**src/rtl/urcpu_alu_pkg.sv**
```systemverilog
// Shared types and constants for the ALU sequencer slice.
// Optional feature macro: ALU_FLAG_CHAIN_EN (carry chaining across ops).
package urcpu_alu_pkg;

    localparam int unsigned WORD_W  = 20;
    localparam int unsigned INSTR_W = 5;
    localparam int unsigned FLAG_W  = 5;

    // Flag bit positions in resp_flags / flags_q
    localparam int unsigned FLAG_C = 4;
    localparam int unsigned FLAG_V = 3;
    localparam int unsigned FLAG_U = 2;
    localparam int unsigned FLAG_S = 1;
    localparam int unsigned FLAG_Z = 0;

    typedef enum logic [1:0] {
        ST_IDLE = 2'd0,
        ST_BUSY = 2'd1,
        ST_RESP = 2'd2
    } seq_state_e;

    // Operation payload latched from the winning requester
    typedef struct packed {
        logic [INSTR_W-1:0] instr;
        logic [WORD_W-1:0]  arg0;
        logic [WORD_W-1:0]  arg1;
    } alu_op_t;

endpackage

```
**src/rtl/rr_arbiter2.sv**
```systemverilog
// Two-way round-robin arbiter; on a tie the port not granted last wins.
module rr_arbiter2 (
    input  logic       clk,
    input  logic       rst_n,
    input  logic [1:0] req,
    input  logic       advance,
    output logic [1:0] grant
);

    logic last_grant;

    // One-hot grant: single requester wins outright, tie goes opposite last_grant
    always_comb begin
        grant = req;
        if (req == 2'b11) begin
            grant = last_grant ? 2'b01 : 2'b10;
        end
    end

    // Remember which port was served on each acceptance
    always_ff @(posedge clk) begin
        if (!rst_n) begin
            last_grant <= 1'b1;
        end else if (advance && (grant != 2'b00)) begin
            last_grant <= grant[1];
        end
    end

endmodule

```
**src/rtl/alu_sequencer.sv**
```systemverilog
// Sequences the shared ALU between two requesters with a valid/ready response.
// Optional feature macro: ALU_FLAG_CHAIN_EN (stored carry used as carry-in).
module alu_sequencer
    import urcpu_alu_pkg::*;
#(
    parameter int unsigned ALU_LATENCY = 1
) (
    input  logic               clk,
    input  logic               rst_n,
    input  logic               req0_valid,
    input  logic               req1_valid,
    output logic               req0_ready,
    output logic               req1_ready,
    input  logic [INSTR_W-1:0] req0_instr,
    input  logic [INSTR_W-1:0] req1_instr,
    input  logic [WORD_W-1:0]  req0_arg0,
    input  logic [WORD_W-1:0]  req0_arg1,
    input  logic [WORD_W-1:0]  req1_arg0,
    input  logic [WORD_W-1:0]  req1_arg1,
    input  logic               req0_chain,
    input  logic               req1_chain,
    output logic               resp0_valid,
    output logic               resp1_valid,
    input  logic               resp0_ready,
    input  logic               resp1_ready,
    output logic [WORD_W-1:0]  resp_res0,
    output logic [WORD_W-1:0]  resp_res1,
    output logic [FLAG_W-1:0]  resp_flags,
    output logic [FLAG_W-1:0]  flags_q,
    output logic               alu_enable,
    output logic [INSTR_W-1:0] alu_instruction,
    output logic [WORD_W-1:0]  alu_arg0,
    output logic [WORD_W-1:0]  alu_arg1,
    output logic               alu_carry_in,
    input  logic [WORD_W-1:0]  alu_res0,
    input  logic [WORD_W-1:0]  alu_res1,
    input  logic               alu_carry_out,
    input  logic               alu_overflow_out,
    input  logic               alu_underflow_out,
    input  logic               alu_sign_out,
    input  logic               alu_zero_out
);

    localparam int unsigned CNT_W = 3;

    seq_state_e         state_q;
    seq_state_e         state_d;
    logic [1:0]         grant;
    logic               accept_c;
    logic               capture_c;
    logic               resp_done_c;
    logic               gnt_id_q;
    logic [CNT_W-1:0]   cnt_q;
    alu_op_t            sel_op_c;
    logic [FLAG_W-1:0]  alu_flags_c;

    rr_arbiter2 u_arb (
        .clk     (clk),
        .rst_n   (rst_n),
        .req     ({req1_valid, req0_valid}),
        .advance (accept_c),
        .grant   (grant)
    );

    // Request ready is the grant qualified by being idle
    assign req0_ready = accept_c & grant[0];
    assign req1_ready = accept_c & grant[1];

    // Operand mux toward the winning port
    always_comb begin
        sel_op_c = grant[1] ? '{instr: req1_instr, arg0: req1_arg0, arg1: req1_arg1}
                            : '{instr: req0_instr, arg0: req0_arg0, arg1: req0_arg1};
    end

    // Pack ALU status lines into flag-register order
    always_comb begin
        alu_flags_c         = '0;
        alu_flags_c[FLAG_C] = alu_carry_out;
        alu_flags_c[FLAG_V] = alu_overflow_out;
        alu_flags_c[FLAG_U] = alu_underflow_out;
        alu_flags_c[FLAG_S] = alu_sign_out;
        alu_flags_c[FLAG_Z] = alu_zero_out;
    end

    // State register
    always_ff @(posedge clk) begin
        if (!rst_n) begin
            state_q <= ST_IDLE;
        end else begin
            state_q <= state_d;
        end
    end

    // Next-state and control strobes
    always_comb begin
        state_d     = state_q;
        accept_c    = 1'b0;
        capture_c   = 1'b0;
        resp_done_c = 1'b0;
        case (state_q)
            ST_IDLE: begin
                if (grant != 2'b00) begin
                    accept_c = 1'b1;
                    state_d  = ST_BUSY;
                end
            end
            ST_BUSY: begin
                if (cnt_q == CNT_W'(ALU_LATENCY - 1)) begin
                    capture_c = 1'b1;
                    state_d   = ST_RESP;
                end
            end
            ST_RESP: begin
                if (gnt_id_q ? resp1_ready : resp0_ready) begin
                    resp_done_c = 1'b1;
                    state_d     = ST_IDLE;
                end
            end
            default: state_d = ST_IDLE;
        endcase
    end

    // Operand latch, latency count, result capture and response valids
    always_ff @(posedge clk) begin
        if (!rst_n) begin
            gnt_id_q        <= 1'b0;
            cnt_q           <= '0;
            alu_enable      <= 1'b0;
            alu_instruction <= '0;
            alu_arg0        <= '0;
            alu_arg1        <= '0;
            resp0_valid     <= 1'b0;
            resp1_valid     <= 1'b0;
            resp_res0       <= '0;
            resp_res1       <= '0;
            resp_flags      <= '0;
            flags_q         <= '0;
        end else begin
            if (accept_c || capture_c) begin
                cnt_q <= '0;
            end else if (state_q == ST_BUSY) begin
                cnt_q <= cnt_q + CNT_W'(1);
            end
            if (accept_c) begin
                gnt_id_q        <= grant[1];
                alu_enable      <= 1'b1;
                alu_instruction <= sel_op_c.instr;
                alu_arg0        <= sel_op_c.arg0;
                alu_arg1        <= sel_op_c.arg1;
            end
            if (capture_c) begin
                alu_enable  <= 1'b0;
                resp_res0   <= alu_res0;
                resp_res1   <= alu_res1;
                resp_flags  <= alu_flags_c;
                flags_q     <= alu_flags_c;
                resp0_valid <= ~gnt_id_q;
                resp1_valid <= gnt_id_q;
            end
            if (resp_done_c) begin
                resp0_valid <= 1'b0;
                resp1_valid <= 1'b0;
            end
        end
    end

`ifdef ALU_FLAG_CHAIN_EN
    // Carry-in fixed for the whole op: stored carry when the winner asks to chain
    always_ff @(posedge clk) begin
        if (!rst_n) begin
            alu_carry_in <= 1'b0;
        end else if (accept_c) begin
            alu_carry_in <= (grant[1] ? req1_chain : req0_chain) & flags_q[FLAG_C];
        end
    end
`else
    // No chaining: carry-in is constant and chain requests are dropped
    logic unused_chain;
    assign unused_chain = req0_chain ^ req1_chain;
    assign alu_carry_in = 1'b0;
`endif

endmodule
```
**config.mk**
```make
export PLATFORM = sky130hd
export DESIGN_NAME = alu_sequencer
export DESIGN_NICKNAME = d
export VERILOG_FILES = /design/src/rtl/urcpu_alu_pkg.sv /design/src/rtl/rr_arbiter2.sv /design/src/rtl/alu_sequencer.sv
export SDC_FILE = /design/constraint.sdc
export NUM_CORES = 1
export LEC_CHECK = 0
export CAP_MARGIN = 20
export CORE_MARGIN = 4
export CORE_UTILIZATION = 38
export CTS_CLUSTER_SIZE = 28
export DETAILED_ROUTE_END_ITERATION = 7
export MAX_ROUTING_LAYER = met4
export PLACE_DENSITY = 0.78
export RECOVER_POWER = 100
export SLEW_MARGIN = 20
export SYNTH_ARGS = -nofsm -noshare
export SYNTH_HDL_FRONTEND = slang
export SYNTH_SLANG_ARGS = --single-unit
```
**constraint.sdc**
```tcl
create_clock -name clk -period 2 [get_ports clk]
set_input_delay 0.2 -clock clk [delete_from_list [all_inputs] [get_ports clk]]
set_output_delay 0.2 -clock clk [all_outputs]
set_load 0.02 [all_outputs]
```
==> impl_results.md <==
* Status: finished, final reports clean
* CP Launch Point: state_q[1]
* Hold WS at 0.387 ns
* Placed wire-length estimate at 10.1 mm
* Routing usage on met1 at 24.0%
* Area Growth Syn to Fin at 61.1%
* Register clock-pin slew on the reported worst setup and hold paths at 0.09 ns
* Via density at 5.14
* Starting density of the core at 39.0%
* Worst VDD drop at 0.348 mV
* IO Count at 244
* Mux share of post-synthesis cell area at 0.708%
* Final instance area at 0.00683 mm^2
* Crit start category: flop
* Core Area at 0.0109 mm^2
* Top-area cell type share of the netlist area at 47.2%
* Slew @ Worst Pin at 0.583 ns
* Dpl cell area at 0.00672 mm^2
* Critical path class: reg2out
* Worst Hold Launch: alu_res0[1]
* Hold Crit Class: in2reg
* Routed WL per cell at 15.8 um
* Clk sinks at 100
* Post-synthesis compound-gate area fraction at 24.8%
* Die ar. at 0.0129 mm^2
* NumNets Final at 876
* Fillcell total at 943
* First-pass GRT wire length at 21.6 mm
* Syn Inst Count at 514
* Max cap viols at 0
* Initial antenna violation count at 0
* CTS buffer count at 9
* WP buf/inv at 1
* Die Span Y at 114 um
* Post-DRT Antenna Nets at 0
* CP Cell Sequence: or3b_2 -> a21oi_1 -> dlygate4sd2_1
* Crit-path leading delay family: simple AND/OR/NAND/NOR gates
* Final min period at 1.84 ns
* Final cell count without fillers at 875
* Total gr overflow at 0
* Largest family of logic cells by synthesized area: compound AO/OA/AOI/OAI gates
* Grt met2 use at 34.3%
* Total iterations of the first detailed-routing run at 4
* Yosys cell types at 31
* Final setup fails at 0
* Final setup TNS at 0 ns
* Crit path max-delay cell type: or3b_2
* Final core occ at 62.8%
* Number of vias in the routed layout at 4495
* Crit. End Element: output port
* Placed cells at 860
* Max-slew headroom at 61.1%
* Worst-Skew Late Latency at 0.35 ns
* Worst R2R Start: state_q[1]
* Synthesized-area fraction occupied by adder cells at 0.590%
* Ant. Diodes at 0
* P_leak at 2.78 nW
* Max Clock Skew at 0.0112 ns
* IO Port Bufs at 240
* Vias in the first global route at 4534
* #FFs+latches synth at 100
* Root Buffer Master: clkbuf_8
* RSZ-0062 raised after global routing: no
* Worst EP arrival at 1.64 ns
* Yosys warnings at 0
* Critical Path Max Stage Delay at 0.48 ns
* Site row count at 38
* Largest net degree at the start of global routing at 49
* Met3 Use GR at 6.05%
* Synth Area in Simple Gates at 19.4%
* Tot GR Track Use at 21.0%
* Total nets after synthesis at 659
* Fin. Hold Viols at 0
* Iter 0 DRT Violations at 220
* # H-tree levels at 3
* Mapped cell area at 0.00424 mm^2
* Xor and xnor area share after synthesis at 0.206%
* Overall routed net length at 13.8 mm
* Die Wd at 114 um
* CTS tree: yes
* Fmax at 0.544 GHz
* WP data required at 1.80 ns
* Layout cells sized above 1 at 5.71%
* Seq/Total Area, Yosys at 47.2%
* PwrDens at 776 mW/mm^2
* GP Congestion at 0.822
* Final Slew Violations at 0
* Post-route DRC violation count at 0
* Largest cells by area after synthesis: dfxtp_1 (47%), nand2_1 (17%), a21oi_1 (11%)
* Syn_area_per_cell at 8.25 um^2
* GRT busiest layer: met2
* CP Max Fanout at 2
* Number of post-CTS setup repair buffers at 0
* Area leader, netlist: dfxtp_1
* Period utilisation layout at 92.0%
* Maximum buffer depth of the clock tree at 2
Yosys cell counts:
cell and instances:
a21bo_1 1, a21boi_4 1, a21oi_1 96, a22oi_1 1, a311oi_1 25, a311oi_2 20
and2_4 1, and4bb_1 1, buf_1 1, buf_2 16, buf_4 13, buf_6 3
clkbuf_1 17, conb_1 1, dfxtp_1 100, ha_1 2, inv_1 5, mux2i_1 3
nand2_1 187, nand2b_1 2, nand3b_1 2, nand4bb_1 1, nor2_1 3, nor2_2 1
nor2b_1 1, nor3_1 4, o211ai_1 1, o21ai_0 2, or2_1 1, or3b_2 1
xnor2_1 1
per-layer routing:
metal,vias to the layer above,wire length (um)
met3,30,1260
met1,2086,5590
met4,0,420
met5,-,0
met2,195,6520
li1,2184,-
power breakdown:
group	switching [mW]	leakage [nW]	internal, mW
Combinational	0.868	1.86	0.768
Clock	0.663	0.102	0.695
Sequential	0.107	0.823	2.20
stage by stage:
step           setup slack [ns]  total power, mW
2_1_floorplan             0.516             3.27
3_3_place_gp             -0.119             4.08
3_5_place_dp             -0.120             4.12
4_1_cts                  0.0223             5.49
5_1_grt                  0.0705             5.56
6_report                  0.160             5.30
flip-flops by register name (all words and copies together), names as in the netlist, 2 cells and up:
signal	count
alu_arg1	20
cnt_q	3
alu_instruction	5
alu_arg0	20
resp_res1	20
state_q	2
flags_q	5
resp_res0	20
cells by family (layout without fill, tap and decap cells):
kind of cell,after synthesis,after routing
mux,3,3
compound gates,147,147
simple gates,205,205
buf+inv,55,276
xor+xnor,1,1
other cells,1,1
fa+ha+maj,2,2
flops,100,100
worst paths after layout:
| check | endpoint | slack [ns] | cells after the start |
|---|---|---|---|
| worst max-delay path | req0_ready | 0.16 | 3 |
| worst min-delay path | resp_res0[1] | 0.39 | 3 |
| worst max register to register | alu_arg0[13] | 0.26 | 5 |
| worst min register to register | resp_res1[19] | 0.45 | 2 |
what timing repair did:
item,4_1_cts,5_1_grt
hold buffers,0,0
endpoints found under the setup margin,1,1
pin swaps,0,0
resized for setup,1,1
tightest hold or removal path, cell delays in order:
cell	delay [ns]
clkdlybuf4s50_1	0.40
nand2_1	0.05
a21oi_1	0.05
final cells by class:
class / count / area, um^2 / area share (%)
Clock buffer: 10 / 128 / 1.87
Clock inverter: 5 / 77.6 / 1.14
Inverter: 5 / 20.0 / 0.293
Multi-Input combinational cell: 359 / 1870 / 27.4
Sequential cell: 100 / 2000 / 29.3
Tap cell: 140 / 175 / 2.56
Timing Repair Buffer: 256 / 2560 / 37.5
cell usage in the layout (no fill, tap or decap), types with 3 or more instances in the layout:
cell,Yosys,routed
a21oi_1,96,96
buf_4,13,9
nand2_1,187,187
clkinv_2,0,3
inv_1,5,4
dlygate4sd3_1,0,98
clkbuf_8,0,9
dfxtp_1,100,100
a311oi_1,25,37
nor2_1,3,4
nor3_1,4,4
clkdlybuf4s50_1,0,140
buf_12,0,4
clkbuf_1,17,3
a311oi_2,20,8
mux2i_1,3,3
Note: power is estimated with default switching activity, not from simulation.
